--- config.mk ---
export PLATFORM = sky130hd
export DESIGN_NAME = ram_pattern_filler
export DESIGN_NICKNAME = d
export VERILOG_FILES = /design/src/rtl/ram_pattern_filler.sv
export SDC_FILE = /design/constraint.sdc
export NUM_CORES = 1
export LEC_CHECK = 0
export ABC_AREA = 1
export BUFFER_PORTS_ARGS = -buffer_cell sky130_fd_sc_hd__buf_2
export CAP_MARGIN = 40
export CORE_MARGIN = 8
export CORE_UTILIZATION = 59
export DETAILED_ROUTE_END_ITERATION = 16
export HOLD_SLACK_MARGIN = 0.08
export PLACE_DENSITY = 0.85
export REMOVE_ABC_BUFFERS = 1
export SLEW_MARGIN = 0
export SYNTH_ARGS = -nofsm -noshare
export SYNTH_HDL_FRONTEND = slang
export SYNTH_SLANG_ARGS = --single-unit
--- constraint.sdc ---
create_clock -name clk -period 3.5 [get_ports clk]
set_clock_uncertainty 0.05 [all_clocks]
set_input_delay 0.7 -clock clk [delete_from_list [all_inputs] [get_ports clk]]
set_output_delay 0.7 -clock clk [all_outputs]
set_load 0.05 [all_outputs]
--- src/rtl/ram_pattern_filler.sv ---
// Fill engine for port B of a dual-port RAM: writes an INC/CONST/ADDR/LFSR pattern to 0..DEPTH-1.
// Define RAM_FILL_VERIFY_EN to build the readback pass that counts mismatches on q_b.
module ram_pattern_filler #(
  parameter int DATA_W    = 16,
  parameter int ADDR_W    = 12,
  parameter int DEPTH     = 4096,
  parameter     LFSR_POLY = 16'hB400
) (
  input  logic              clk,
  input  logic              rst,
  input  logic              start,
  input  logic [1:0]        mode,
  input  logic [DATA_W-1:0] seed,
  output logic              busy,
  output logic              done,
  output logic [ADDR_W-1:0] addr_b,
  output logic [DATA_W-1:0] data_b,
  output logic              we_b,
  input  logic [DATA_W-1:0] q_b,
  output logic              err,
  output logic [ADDR_W:0]   err_count
);

  typedef enum logic [1:0] {IDLE, FILL, VERIFY, DONE} state_t;

  localparam logic [1:0]        MODE_INC  = 2'd0;
  localparam logic [1:0]        MODE_CONST = 2'd1;
  localparam logic [1:0]        MODE_ADDR = 2'd2;
  localparam logic [DATA_W-1:0] POLY      = DATA_W'(LFSR_POLY);
  localparam logic [ADDR_W-1:0] LAST_IDX  = ADDR_W'(DEPTH - 1);

  state_t            state_reg, state_next;
  logic [1:0]        mode_reg;
  logic [DATA_W-1:0] seed_reg;
  logic [ADDR_W-1:0] idx_reg;
  logic [DATA_W-1:0] gen_reg;
  logic [ADDR_W-1:0] addr_reg;
  logic [DATA_W-1:0] data_reg;
  logic              we_reg;

  logic              start_ok;
  logic              last_idx;
  logic [ADDR_W-1:0] idx_inc;
  logic [DATA_W-1:0] gen_next;

  // Every mode starts at the seed itself; only the LFSR must avoid the all-zero lock-up state.
  function automatic logic [DATA_W-1:0] first_word(input logic [1:0] m, input logic [DATA_W-1:0] s);
    if (m == 2'd3 && s == '0) return DATA_W'(1);
    return s;
  endfunction

  assign start_ok = start && (state_reg == IDLE || state_reg == DONE);
  assign last_idx = (idx_reg == LAST_IDX);
  assign idx_inc  = idx_reg + 1'b1;

  always_comb begin
    gen_next = gen_reg;
    case (mode_reg)
      MODE_INC:   gen_next = gen_reg + 1'b1;
      MODE_CONST: gen_next = gen_reg;
      MODE_ADDR:  gen_next = seed_reg ^ DATA_W'(idx_inc);
      default:    gen_next = (gen_reg >> 1) ^ (gen_reg[0] ? POLY : '0);
    endcase
  end

`ifdef RAM_FILL_VERIFY_EN
  logic              rd_active_reg;
  logic              cmp_valid_reg;
  logic [DATA_W-1:0] exp_reg;
  logic              err_reg;
  logic [ADDR_W:0]   err_cnt_reg;
`endif

  always_ff @(posedge clk) begin
    if (rst) state_reg <= IDLE;
    else     state_reg <= state_next;
  end

  always_comb begin
    state_next = state_reg;
    case (state_reg)
      IDLE, DONE: if (start) state_next = FILL;
`ifdef RAM_FILL_VERIFY_EN
      FILL:   if (last_idx) state_next = VERIFY;
      VERIFY: if (cmp_valid_reg && !rd_active_reg) state_next = DONE;
`else
      FILL:   if (last_idx) state_next = DONE;
`endif
      default: state_next = IDLE;
    endcase
  end

  always_ff @(posedge clk) begin
    if (rst) begin
      mode_reg <= '0;
      seed_reg <= '0;
      idx_reg  <= '0;
      gen_reg  <= '0;
      addr_reg <= '0;
      data_reg <= '0;
      we_reg   <= 1'b0;
`ifdef RAM_FILL_VERIFY_EN
      rd_active_reg <= 1'b0;
      cmp_valid_reg <= 1'b0;
      exp_reg       <= '0;
      err_reg       <= 1'b0;
      err_cnt_reg   <= '0;
`endif
    end else begin
      // Port B idles at zero unless a branch below drives it.
      addr_reg <= '0;
      data_reg <= '0;
      we_reg   <= 1'b0;
      if (start_ok) begin
        mode_reg <= mode;
        seed_reg <= seed;
        idx_reg  <= '0;
        gen_reg  <= first_word(mode, seed);
        data_reg <= first_word(mode, seed);
        we_reg   <= 1'b1;
`ifdef RAM_FILL_VERIFY_EN
        rd_active_reg <= 1'b0;
        cmp_valid_reg <= 1'b0;
        err_reg       <= 1'b0;
        err_cnt_reg   <= '0;
`endif
      end else if (state_reg == FILL) begin
        if (!last_idx) begin
          idx_reg  <= idx_inc;
          gen_reg  <= gen_next;
          addr_reg <= idx_inc;
          data_reg <= gen_next;
          we_reg   <= 1'b1;
        end
`ifdef RAM_FILL_VERIFY_EN
        else begin
          idx_reg       <= '0;
          gen_reg       <= first_word(mode_reg, seed_reg);
          rd_active_reg <= 1'b1;
        end
      end else if (state_reg == VERIFY) begin
        // exp_reg trails the issued address by one cycle to line up with q_b.
        if (cmp_valid_reg && q_b != exp_reg) begin
          err_reg <= 1'b1;
          if (~&err_cnt_reg) err_cnt_reg <= err_cnt_reg + 1'b1;
        end
        cmp_valid_reg <= rd_active_reg;
        exp_reg       <= gen_reg;
        if (rd_active_reg) begin
          if (last_idx) begin
            rd_active_reg <= 1'b0;
          end else begin
            idx_reg  <= idx_inc;
            gen_reg  <= gen_next;
            addr_reg <= idx_inc;
          end
        end
`endif
      end
    end
  end

  assign busy   = (state_reg == FILL) || (state_reg == VERIFY);
  assign done   = (state_reg == DONE);
  assign addr_b = addr_reg;
  assign data_b = data_reg;
  assign we_b   = we_reg;

`ifdef RAM_FILL_VERIFY_EN
  assign err       = err_reg;
  assign err_count = err_cnt_reg;
`else
  logic unused_q;
  assign unused_q  = ^q_b;
  assign err       = 1'b0;
  assign err_count = '0;
`endif

endmodule
# Word level (Yosys, flattened, before mapping)
# Cells that the tools add are included.
dict set report word_totals {
  regBits 77
  output_inout_bits 45
  wordCells 57
  in_bits 37
}
dict set report op_classes {
  n_reduce_logical 14
  add_sub_neg 2
  mux 19
  bitwise_logic 4
  eq_ne 10
}
# op n
set op_table {}
lappend op_table {{$mux 16} 9}
lappend op_table {{$pmux 16 s3} 1}
lappend op_table {{$add 16x1->16 const B} 1}
lappend op_table {{$logic_not 16->1} 1}
lappend op_table {{$xor 15x16->16} 1}
lappend op_table {{$xor 16x12->16} 1}
lappend op_table {{$add 12x1->12 const B} 1}
lappend op_table {{$eq 12x12->1 const B} 1}
lappend op_table {{$eq 2x2->1 const B} 4}
lappend op_table {{$mux 1} 6}
lappend op_table {{$ne 2x2->1 const B} 3}
lappend op_table {{$reduce_and 2->1} 3}
lappend op_table {{$eq 2x1->1 const B} 2}
lappend op_table {{$logic_not 2->1} 2}
lappend op_table {{$mux 2} 2}
lappend op_table {{$pmux 2 s2} 1}
lappend op_table {{$reduce_or 2->1} 2}
lappend op_table {{$reduce_or 4->1} 1}
lappend op_table {{$logic_and 1x1->1} 2}
lappend op_table {{$logic_or 1x1->1} 2}
lappend op_table {{$not 1->1} 2}
lappend op_table {{$reduce_bool 2->1} 1}

# Depth between registers and ports, before layout
# Gate-level depths: netlist of run 1.
dict set report logic_depth {
  depth_word 7
  mapped_depth 13
  depth_no_buf 13
}

# Least setup slack after synthesis of run 1
# Ideal clock, no wire load.
dict set report synth_timing {
  kind {register -> output}
  start {reg state_reg[0]}
  end {out busy}
  stages_incl_launch_ff 4
  path_buffers 0
  arrival_ns 1.012
  required_time_ns 2.750
  slack_ns 1.738
  path_cell_list {dfxtp_1 > inv_1 > ha_1 > inv_1}
}
dict set report synth_between {
  elab_chain_len 2
  elab_cells_between_ends 3
  cone_classes {2 x eq/ne; 1 x reduce/logical}
}
# element line_no
set synth_lines {}
lappend synth_lines {{start, declared} 32} ;# state_t state_reg, state_next;
lappend synth_lines {{start signal, assigned} 76} ;# else state_reg <= state_next;
lappend synth_lines {{$eq 2x1->1 / $eq 2x2->1 (equally long branches)} 163} ;# assign busy = (state_reg == FILL) || (state_reg == VERIFY);
lappend synth_lines {{$logic_or 1x1->1 (*)} 163}
lappend synth_lines {{end, declared} 14} ;# output logic busy,
# Mark *: on every way between the ends. The rest lies on a longest branch, timed or not.

# Worst setup path in the final report of run 1
dict set report layout_timing {
  start {reg mode_reg[1]}
  end {reg data_reg[1] (netlist: data_b[1])}
}
dict set report layout_between {
  elab_chain_len 5
  elab_cells_between_ends 7
  cone_classes {2 x eq/ne; 4 x mux; 1 x reduce/logical}
}
# element line_no
set layout_lines {}
lappend layout_lines {{start, declared} 33} ;# logic [1:0] mode_reg;
lappend layout_lines {{start signal, assigned} 115} ;# mode_reg <= mode;
lappend layout_lines {{$eq 2x2->1 (tied with other cells)} 58} ;# case (mode_reg)
lappend layout_lines {{$pmux 16 s3 (*)} 58}
lappend layout_lines {{$mux 16 (*)} 128} ;# if (!last_idx) begin
lappend layout_lines {{$mux 16 (*)} 127} ;# end else if (state_reg == FILL) begin
lappend layout_lines {{$mux 16 (*)} 114} ;# if (start_ok) begin
lappend layout_lines {{end signal, assigned} 119} ;# data_reg <= first_word(mode, seed);
lappend layout_lines {{end signal, assigned} 132} ;# data_reg <= gen_next;
lappend layout_lines {{end, declared} 38} ;# logic [DATA_W-1:0] data_reg;
# Marks and branches as above.
# A chain may end at the register's enable or synchronous reset.

==> metrics.txt, run 1 <==
Synth Register Bits 77; Initial Util 0.6013; n_diodes 0; Synth Instances 575; largest family of logic cells by synthesized area simple AND/OR/NAND/NOR gates; Power Total 3253 uW; syn avg cell area 7.026 um2; CTS Root Cell clkbuf_8; Critical Path End data_b[1]; post-synthesis xor/xnor area fraction 0.006194; CTS clk-pin slew, worst paths 0.09 ns; Sink Count 77; clock buffer depth 2; Synth Area in Compound Gates 0.1663; initial antenna violation count 0; clk_lat worst skew 0.36 ns; vias 4,059; largest net degree at the start of global routing 30; Port Buf Inserts 51; Crit. path cell count 9; commonest cells after routing, fill and taps aside 146 x nand2_1, 77 x dfxtp_1, 70 x inv_1; TritonCTS clock tree built; CTS resizes 0; CP max-delay cell dfxtp_1; nets 664; RSZ-0062 raised after global routing no; DRT Pass-1 Iters 6; sequential-to-total area share from yosys stat 0.3815; Final Hold Viols 0; final wirelength 11,090 um; commonest non-fill, non-tap cell in the layout nand2_1; hpwl dp 8001 um; simple-gate portion of the synthesized area 0.3075; CTS H-tree depth 3; VDD IR max 0.0005362 V; Layout area overhead 10.99%; Final Critical Period 2.475 ns; CORE AREA 6719 um2; vias in the first global route 3,749; Leak 0.002097 uW; die footprint 9752 um2; Power Density 725.4 nW/um2; # rows 30; CP Capture Type register; R2R cell count 9; Setup Buffers After CTS 0; unique cell type count in the Yosys netlist 38; worst path arrival time 2.73 ns; Die Wd 98.75 um; first-pass GRT wire length 17,850 um; Max transition margin 0.6334; fill count 584; outcome finished, final reports clean; Final setup viols 0; mux share of post-synthesis cell area 0; YS warnings 0; Post-CTS Hold Buffers 0; Max FO, Critical Path 12; max frequency 0.4040 GHz; CP required 3.76 ns; Adder-Cell Fraction of Synth Area 0.01548; TritonCTS Buffers 9; DR DRC count 0; critical path class register to register; vias per cell 5.741; post-route ant nets 0; crit-path leading delay family simple AND/OR/NAND/NOR gates; worst path bufs/invs 3; slew of the pin with the lowest slew margin 0.5479 ns; Worst path max stage delay 0.51 ns; share of the clock period used by the worst path 0.7071; Final GP Congestion 0.9564; Max-Cap Viols 0; total global routing overflow 0; Mapped Area 4040 um2; layout cell share with drive strength beyond 1 0.1754; CP cell instances inv_1 > nor2_1 > buf_4 > nand3_1 > o2111ai_1 > o21ai_0 > o21ai_0 > nand3_1 > inv_1; IO Pins 82; fin. max-slew vios 0; HP Class register to register; Setup crit start mode_reg[1]; GRT Total Usage 0.2281; drt wl/cell 15.69 um; Die Y 98.75 um; FF-to-FF Start mode_reg[1]; Startpoint Class register; worst reg2reg path endpoint data_b[1]; setup slack, reg-to-reg 1.02 ns; Final TNS setup 0 ns; detailed router's first-iteration violation count 281
==> per-layer routing <==
layer  share of wire  routed length [um]  global-route usage
met2            0.45                5029              0.3617
met3           0.096                1068             0.04651
met5               0                   0                   0
met4           0.037                 414              0.1334
met1            0.41                4577              0.2795
==> how the worst min path moves through the flow <==
stage	startpoint	endpoint	slack [ns]	depth (start not counted)
after floorplan	seed_reg[12]	seed_reg[12]	0.39	2
after global placement	seed_reg[13]	seed_reg[13]	0.41	2
after detailed placement	seed_reg[15]	seed_reg[15]	0.41	2
after CTS	seed_reg[13]	seed_reg[13]	0.43	2
after global routing	seed_reg[12]	seed_reg[12]	0.45	2
final	seed_reg[13]	seed_reg[13]	0.43	2
==> cell usage after synthesis <==
cell | n | share of area
o22ai_1 | 13 | 0.020
inv_1 | 70 | 0.065
buf_2 | 7 | 0.0087
o22ai_2 | 9 | 0.028
xor2_2 | 1 | 0.0040
buf_1 | 1 | 0.00093
buf_6 | 1 | 0.0028
o21bai_1 | 1 | 0.0019
nand4_4 | 1 | 0.0053
buf_4 | 16 | 0.030
nand2_4 | 1 | 0.0028
inv_6 | 1 | 0.0022
inv_4 | 1 | 0.0015
nand4_1 | 7 | 0.011
o21ai_0 | 23 | 0.028
o2111ai_1 | 3 | 0.0065
a21oi_1 | 42 | 0.052
ha_1 | 5 | 0.015
dfxtp_1 | 77 | 0.38
nand3_1 | 50 | 0.062
nand2_2 | 4 | 0.0062
clkbuf_1 | 7 | 0.0065
a221oi_1 | 1 | 0.0022
o211ai_1 | 1 | 0.0019
xor2_1 | 1 | 0.0022
nor2_1 | 43 | 0.040
nor2_2 | 6 | 0.0093
nor3_1 | 3 | 0.0037
conb_1 | 1 | 0.00093
a22oi_1 | 1 | 0.0019
nor2_8 | 3 | 0.015
inv_2 | 5 | 0.0046
a31oi_1 | 1 | 0.0015
o21ai_1 | 14 | 0.017
nor2_4 | 5 | 0.014
nand2_1 | 146 | 0.14
or2_2 | 2 | 0.0031
o21bai_4 | 1 | 0.0046
==> worst register-to-register path: stages (launching register included) <==
cell,delay [ns]
dfxtp_1,0.51
inv_1,0.28
nor2_1,0.50
buf_4,0.27
nand3_1,0.11
o2111ai_1,0.09
o21ai_0,0.12
o21ai_0,0.28
nand3_1,0.14
inv_1,0.07
==> final cells by class <==
class | instances | area [um2] | area share
inverters | 77 | 296.5 | 0.06613
well taps | 80 | 100.1 | 0.02232
flip-flops and latches | 77 | 1541 | 0.3438
clock buffers | 11 | 141.4 | 0.03153
clock inverters | 5 | 65.06 | 0.01451
multi-input cells | 402 | 2054 | 0.4581
repair buffers | 55 | 285.3 | 0.06362
==> power by group <==
group	switching (uW)	leakage [uW]	internal, uW
Combinational	977	0.00136	361
Sequential	155	0.000628	1040
Clock	359	0.000105	358
==> cells by family (layout without fill, tap and decap cells) <==
logic type	count (synthesis)	after routing
flops	77	77
xor+xnor	2	2
simple gates	271	271
other cells	1	14
buf+inv	109	148
compound gates	110	110
fa+ha+maj	5	5
==> metrics by stage <==
step / utilization / instance area (um2) / instances / hold WS (ns) / setup slack [ns]
after CTS: 0.6674 / 4484 / 707 / 0.4281 / 1.152
after detailed placement: 0.6367 / 4278 / 691 / 0.4144 / 1.155
after global routing: 0.6674 / 4484 / 707 / 0.4526 / 0.9398
after global placement: 0.6367 / 4278 / 691 / 0.4051 / 1.219
final: 0.6674 / 4484 / 707 / 0.4260 / 1.025
after floorplan: - / 3892 / 556 / 0.3857 / 1.344
No activity file was read; power rests on OpenSTA's default activity.
==> run 2, diff against run 1 <==
CORE_UTILIZATION = 50   (was 59)
PLACE_DENSITY = 0.77   (was 0.85)
clock period = 2.06 ns   (was 3.5 ns; I/O delays follow)
==> run 2 against run 1 <==
  * First-iteration DRC count decreased by 5.3%
  * Wire length increased by 3.4%
  * Critical path depth decreased by 5
  * Register-to-register slack got worse by 0.89 ns
  * Via count about the same
  * Hold slack got worse by 0.14 ns
  * Flip-flop and latch count unchanged
  * Critical endpoint is now busy
  * Largest cell class unchanged
  * Utilization decreased by 6.7 points
  * Global-route usage decreased by 2.3 points
==> metrics.txt, run 2 (synthesis results as in run 1) <==
largest net degree at the start of global routing 28 (was 30); CP Capture Type output port (was register); Sink Count 77 (unchanged); worst path arrival time 1.48 ns (was 2.73 ns); detailed router's first-iteration violation count 266 (was 281); DP Worst Slack 0.1665 ns (was 1.155 ns); Final Hold Viols 0 (unchanged); vias in the first global route 3,958 (was 3,749); Leak 0.002189 uW (was 0.002097 uW); layout cell share with drive strength beyond 1 0.1978 (was 0.1754); Clk pwr share 0.231 (was 0.220); CTS clk-pin slew, worst paths 0.08 ns (was 0.09 ns); logic gate share of total power 0.422 (was 0.411); nets 679 (was 664); clk_lat worst skew 0.37 ns (was 0.36 ns); n_diodes 0 (unchanged); Die Wd 105.9 um (was 98.75 um); Sequential Power Share 0.346 (was 0.368); RSZ-0062 raised after global routing no (unchanged); Worst path max stage delay 0.39 ns (was 0.51 ns); share of the clock period used by the worst path 0.9444; Top cell by count, worst path inv_1; CTS H-tree depth 3 (unchanged); CP cell instances inv_1 > ha_1 > inv_1 > buf_2 (was inv_1 > nor2_1 > buf_4 > nand3_1 > o2111ai_1 > o21ai_0 > o21ai_0 > nand3_1 > inv_1); Max-Cap Viols 0 (unchanged); TritonCTS clock tree built (unchanged); commonest non-fill, non-tap cell in the layout nand2_1 (unchanged); total global routing overflow 0 (unchanged); # rows 32 (was 30); Startpoint Class register (unchanged); Power Density 1231 nW/um2 (was 725.4 nW/um2); setup slack, reg-to-reg 0.13 ns (was 1.02 ns); DRT Pass-1 Iters 5 (was 6); vias 4,056 (was 4,059); CP max-delay cell dfxtp_1 (unchanged); first-pass GRT wire length 18,860 um (was 17,850 um); CP required 1.60 ns (was 3.76 ns); Final setup viols 0 (unchanged); Die Y 105.9 um (was 98.75 um); fin. max-slew vios 0 (unchanged); Final TNS setup 0 ns (unchanged); CTS Root Cell clkbuf_8 (unchanged); Final GP Congestion 0.9627 (was 0.9564); DR DRC count 0 (unchanged); initial antenna violation count 0 (unchanged); Pint 3183 uW (was 1762 uW); drt wl/cell 15.41 um (was 15.69 um); Switching Share 0.4458 (was 0.4584); crit-path leading delay family buffers and inverters (was simple AND/OR/NAND/NOR gates); Psw 2560 uW (was 1491 uW); worst path bufs/invs 3 (unchanged); met2 Use GR 0.3248 (was 0.3617); die footprint 11,210 um2 (was 9752 um2); clock buffer depth 2 (unchanged); CORE AREA 7767 um2 (was 6719 um2); final wirelength 11,460 um (was 11,090 um); GRT Total Usage 0.2054 (was 0.2281); Initial Util 0.5201 (was 0.6013); Max FO, Critical Path 4 (was 12); IO Pins 82 (unchanged); TritonCTS Buffers 9 (unchanged); VDD IR max 0.0009602 V (was 0.0005362 V); fin util 0.6005 (was 0.6674); Final Critical Period 1.945 ns; Layout area overhead 15.45% (was 10.99%); met1 GRT Util 0.2556 (was 0.2795); met3 GRT Util 0.05314 (was 0.04651); fin worst setup slack 0.1146 ns (was 1.025 ns); outcome finished, final reports clean (unchanged); critical path class register to output port (was register to register); commonest cells after routing, fill and taps aside 146 x nand2_1, 77 x dfxtp_1, 70 x inv_1 (unchanged); hpwl dp 8459 um (was 8001 um); global route hottest layer met2 (unchanged); max frequency 0.5140 GHz; post-route ant nets 0 (unchanged); HP Class input port to register (was register to register); vias per cell 5.452 (was 5.741); Port Buf Inserts 51 (unchanged)
==> run 2: cell type report <==
cell class | instances | area, um2
fillers | 766 | 3103
multi-input cells | 402 | 2058
clock buffers | 9 | 123.9
well taps | 102 | 127.6
clock inverters | 7 | 106.4
repair buffers | 70 | 410.4
flip-flops and latches | 77 | 1541
inverters | 77 | 296.5
==> run 2: path summary, 6_finish.rpt <==
path / end / from / cells after the start
setup / recovery: busy / state_reg[0] / 4
hold / removal: seed_reg[14] / seed[14] / 3
setup reg to reg: data_b[12] / gen_reg[1] / 11
hold reg to reg: seed_reg[13] / seed_reg[13] / 2
==> run 2: power by group through the flow <==
stage / registers, uW / logic [uW] / clock network, uW
floorplan: 2250 / 1410 / 0
global placement: 2000 / 2350 / 0
detailed placement: 2010 / 2380 / 0
CTS: 1980 / 2400 / 1350
global route: 2020 / 2670 / 1400
finish: 1990 / 2430 / 1330
==> run 2: stage by stage <==
| stage | total power [uW] | hold WS (ns) | area, um2 | cells |
|---|---|---|---|---|
| after floorplan | 3667 | 0.3857 | 3892 | 556 |
| after global placement | 4345 | 0.4061 | 4431 | 728 |
| after detailed placement | 4393 | 0.4066 | 4431 | 728 |
| after CTS | 5728 | 0.2747 | 4661 | 744 |
| after global routing | 6089 | 0.2975 | 4664 | 744 |
| final | 5744 | 0.2891 | 4664 | 744 |
==> run 2: repair_timing <==
action,in CTS,in global routing
hold buffers,0,0
endpoints found under the hold margin,0,0
endpoints found under the setup margin,0,3
buffers inserted,0,0
resized for setup,0,2
==> run 2: worst reg2reg max path: cells and delay by family, from the launching register on <==
kind,cells,cell delay [ns]
AND/OR/NAND/NOR,9,0.97
flip-flops,1,0.42
adder cells (fa/ha/maj),1,0.30
AO/OA/AOI/OAI,1,0.13
==> run 2: layer usage <==
layer  share of wire  vias up
li1                -     1969
met1            0.44     1863
met2            0.46      189
met3           0.069       35
met4           0.036        0
met5               0        -
==> run 3, diff against run 2 <==
CELL_PAD_IN_SITES_DETAIL_PLACEMENT = 2   (was not set)
CELL_PAD_IN_SITES_GLOBAL_PLACEMENT = 2   (was not set)
CORE_UTILIZATION = 27   (was 50)
PLACE_DENSITY = not set   (was 0.77)
PLACE_DENSITY_LB_ADDON = 0.1   (was not set)
==> run 3 against run 2 <==
  * Largest cell class unchanged
  * Wire length is 33% higher
  * Largest power group unchanged
  * Hold slack better by 0.022 ns
  * Worst setup slack better by 0.043 ns
  * Total power is 11% higher
  * Fmax is 2.2% higher
  * Highest routed layer unchanged
==> metrics.txt, run 3 (synthesis results as in run 1) <==
Max-Cap Viols 0 (unchanged); commonest non-fill, non-tap cell in the layout nand2_1 (unchanged); CP Capture Type register (was output port); hpwl dp 11,930 um (was 8459 um); Final GP Congestion 0.8386 (was 0.9627); Final Critical Period 1.903 ns (was 1.945 ns); worst path bufs/invs 0 (was 3); detailed router's first-iteration violation count 157 (was 266); outcome finished, final reports clean (unchanged); Final TNS setup 0 ns (unchanged); HP Class input port to register (unchanged); IO Pins 82 (unchanged); TritonCTS Buffers 9 (unchanged); Die Wd 138.3 um (was 105.9 um); Crit. path cell count 10 (was 4); Final Hold Viols 0 (unchanged); Post-CTS Hold Buffers 0 (unchanged); Final setup viols 0 (unchanged); CTS H-tree depth 3 (unchanged); post-route ant nets 0 (unchanged); nets 685 (was 679); hold path cells 3 (unchanged); initial antenna violation count 0 (unchanged); die footprint 19,130 um2 (was 11,210 um2); DR DRC count 0 (unchanged); largest net degree at the start of global routing 30 (was 28); Layout area overhead 22.17% (was 15.45%); CP cell instances ha_1 > nand2_1 > nor2_2 > nand3_1 > nand2_1 > nand2_1 > a21oi_1 > nand2_1 > nand2_1 > a21oi_1 (was inv_1 > ha_1 > inv_1 > buf_2); Startpoint Class register (unchanged); VDD IR max 0.0006748 V (was 0.0009602 V); layout cell share with drive strength beyond 1 0.2052 (was 0.1978); CP max-delay cell dfxtp_1 (unchanged); Hold Path Origin seed[13] (was seed[14]); Max transition margin 0.6682; critical path class register to register (was register to output port); DP Worst Slack 0.08442 ns (was 0.1665 ns); # rows 44 (was 32); Sink Count 77 (unchanged); final wirelength 15,220 um (was 11,460 um); fill count 1,773 (was 766); clk_lat worst skew 0.36 ns (was 0.37 ns); worst hold slack 0.3106 ns (was 0.2891 ns); CP required 2.23 ns (was 1.60 ns); slew of the pin with the lowest slew margin 0.4960 ns; Power Density 1292 nW/um2 (was 1231 nW/um2); Worst path max stage delay 0.38 ns (was 0.39 ns); Leak 0.002266 uW (was 0.002189 uW); clock buffer depth 2 (unchanged); Power Total 6375 uW (was 5744 uW); n_diodes 0 (unchanged); Setup crit start gen_reg[1] (was state_reg[0]); CTS clk-pin slew, worst paths 0.06 ns (was 0.08 ns); commonest cells after routing, fill and taps aside 146 x nand2_1, 76 x dfxtp_1, 70 x inv_1 (was 146 x nand2_1, 77 x dfxtp_1, 70 x inv_1); max frequency 0.5256 GHz (was 0.5140 GHz); fin worst setup slack 0.1572 ns (was 0.1146 ns); crit-path leading delay family simple AND/OR/NAND/NOR gates (was buffers and inverters); GRT Total Usage 0.1618 (was 0.2054); first-pass GRT wire length 24,450 um (was 18,860 um); worst path arrival time 2.07 ns (was 1.48 ns); Top cell by count, worst path nand2_1 (was inv_1); RSZ-0062 raised after global routing no (unchanged); fin. max-slew vios 0 (unchanged); R2R cell count 10 (was 11); CTS Root Cell clkbuf_16 (was clkbuf_8); total global routing overflow 0 (unchanged); Initial Util 0.2769 (was 0.5201); vias in the first global route 4,513 (was 3,958); CORE AREA 14,590 um2 (was 7767 um2); DRT Pass-1 Iters 4 (was 5); Port Buf Inserts 51 (unchanged); Max FO, Critical Path 4 (unchanged); fin util 0.3383 (was 0.6005); TritonCTS clock tree built (unchanged); share of the clock period used by the worst path 0.9237 (was 0.9444); FF-to-FF Start gen_reg[1] (unchanged); vias 4,038 (was 4,056); vias per cell 4.853 (was 5.452); Die Y 138.3 um (was 105.9 um); drt wl/cell 18.29 um (was 15.41 um)
==> run 3: cell types whose count changed in the layout (fill, tap and decap cells not counted), sizes merged <==
cell and change:
buf +6, bufinv -1, clkbuf +1
==> run 3: final timing paths <==
path	end	slack, ns
max reg2reg	gen_reg[8]	0.16
min reg2reg	seed_reg[13]	0.43
min	seed_reg[13]	0.31
max	gen_reg[8]	0.16
==> run 3: tightest hold or removal path: cells and delay by family <==
family	cells	cell delay, ns
buffers and inverters	1	0.10
AND/OR/NAND/NOR	1	0.08
AO/OA/AOI/OAI	1	0.07
==> run 3: area by class of cell <==
type                    count  area, um2  share of cell area
multi-input cells         402       2064              0.4183
flip-flops and latches     77       1543              0.3125
repair buffers             76      493.0             0.09987
inverters                  77      296.5             0.06008
clock buffers              10      239.0             0.04842
well taps                 184      230.2             0.04664
clock inverters             6      70.07             0.01420
==> run 3: metal layers <==
layer,global-route usage,wire (um)
met5,0,0
met4,0.07037,326
met3,0.03014,535
met2,0.2761,7544
met1,0.1939,6810
==> run 3: timing repair <==
| item | 4_1_cts | 5_1_grt |
|---|---|---|
| setup endpoints to repair | 0 | 21 |
| buffers inserted | 0 | 3 |
| resized for setup | 0 | 4 |
==> run 3: stage by stage <==
step                cells  cell area, um2
floorplan             556            3892
global placement      813            4593
detailed placement    813            4593
CTS                   829            4902
global route          832            4936
finish                832            4936
==> run 3: where the power goes <==
part	internal [uW]	total [uW]	switching [uW]	leakage, uW
clock network	982	1680	702	0.000153
logic	823	2720	1890	0.00148
registers	1770	1970	201	0.000628
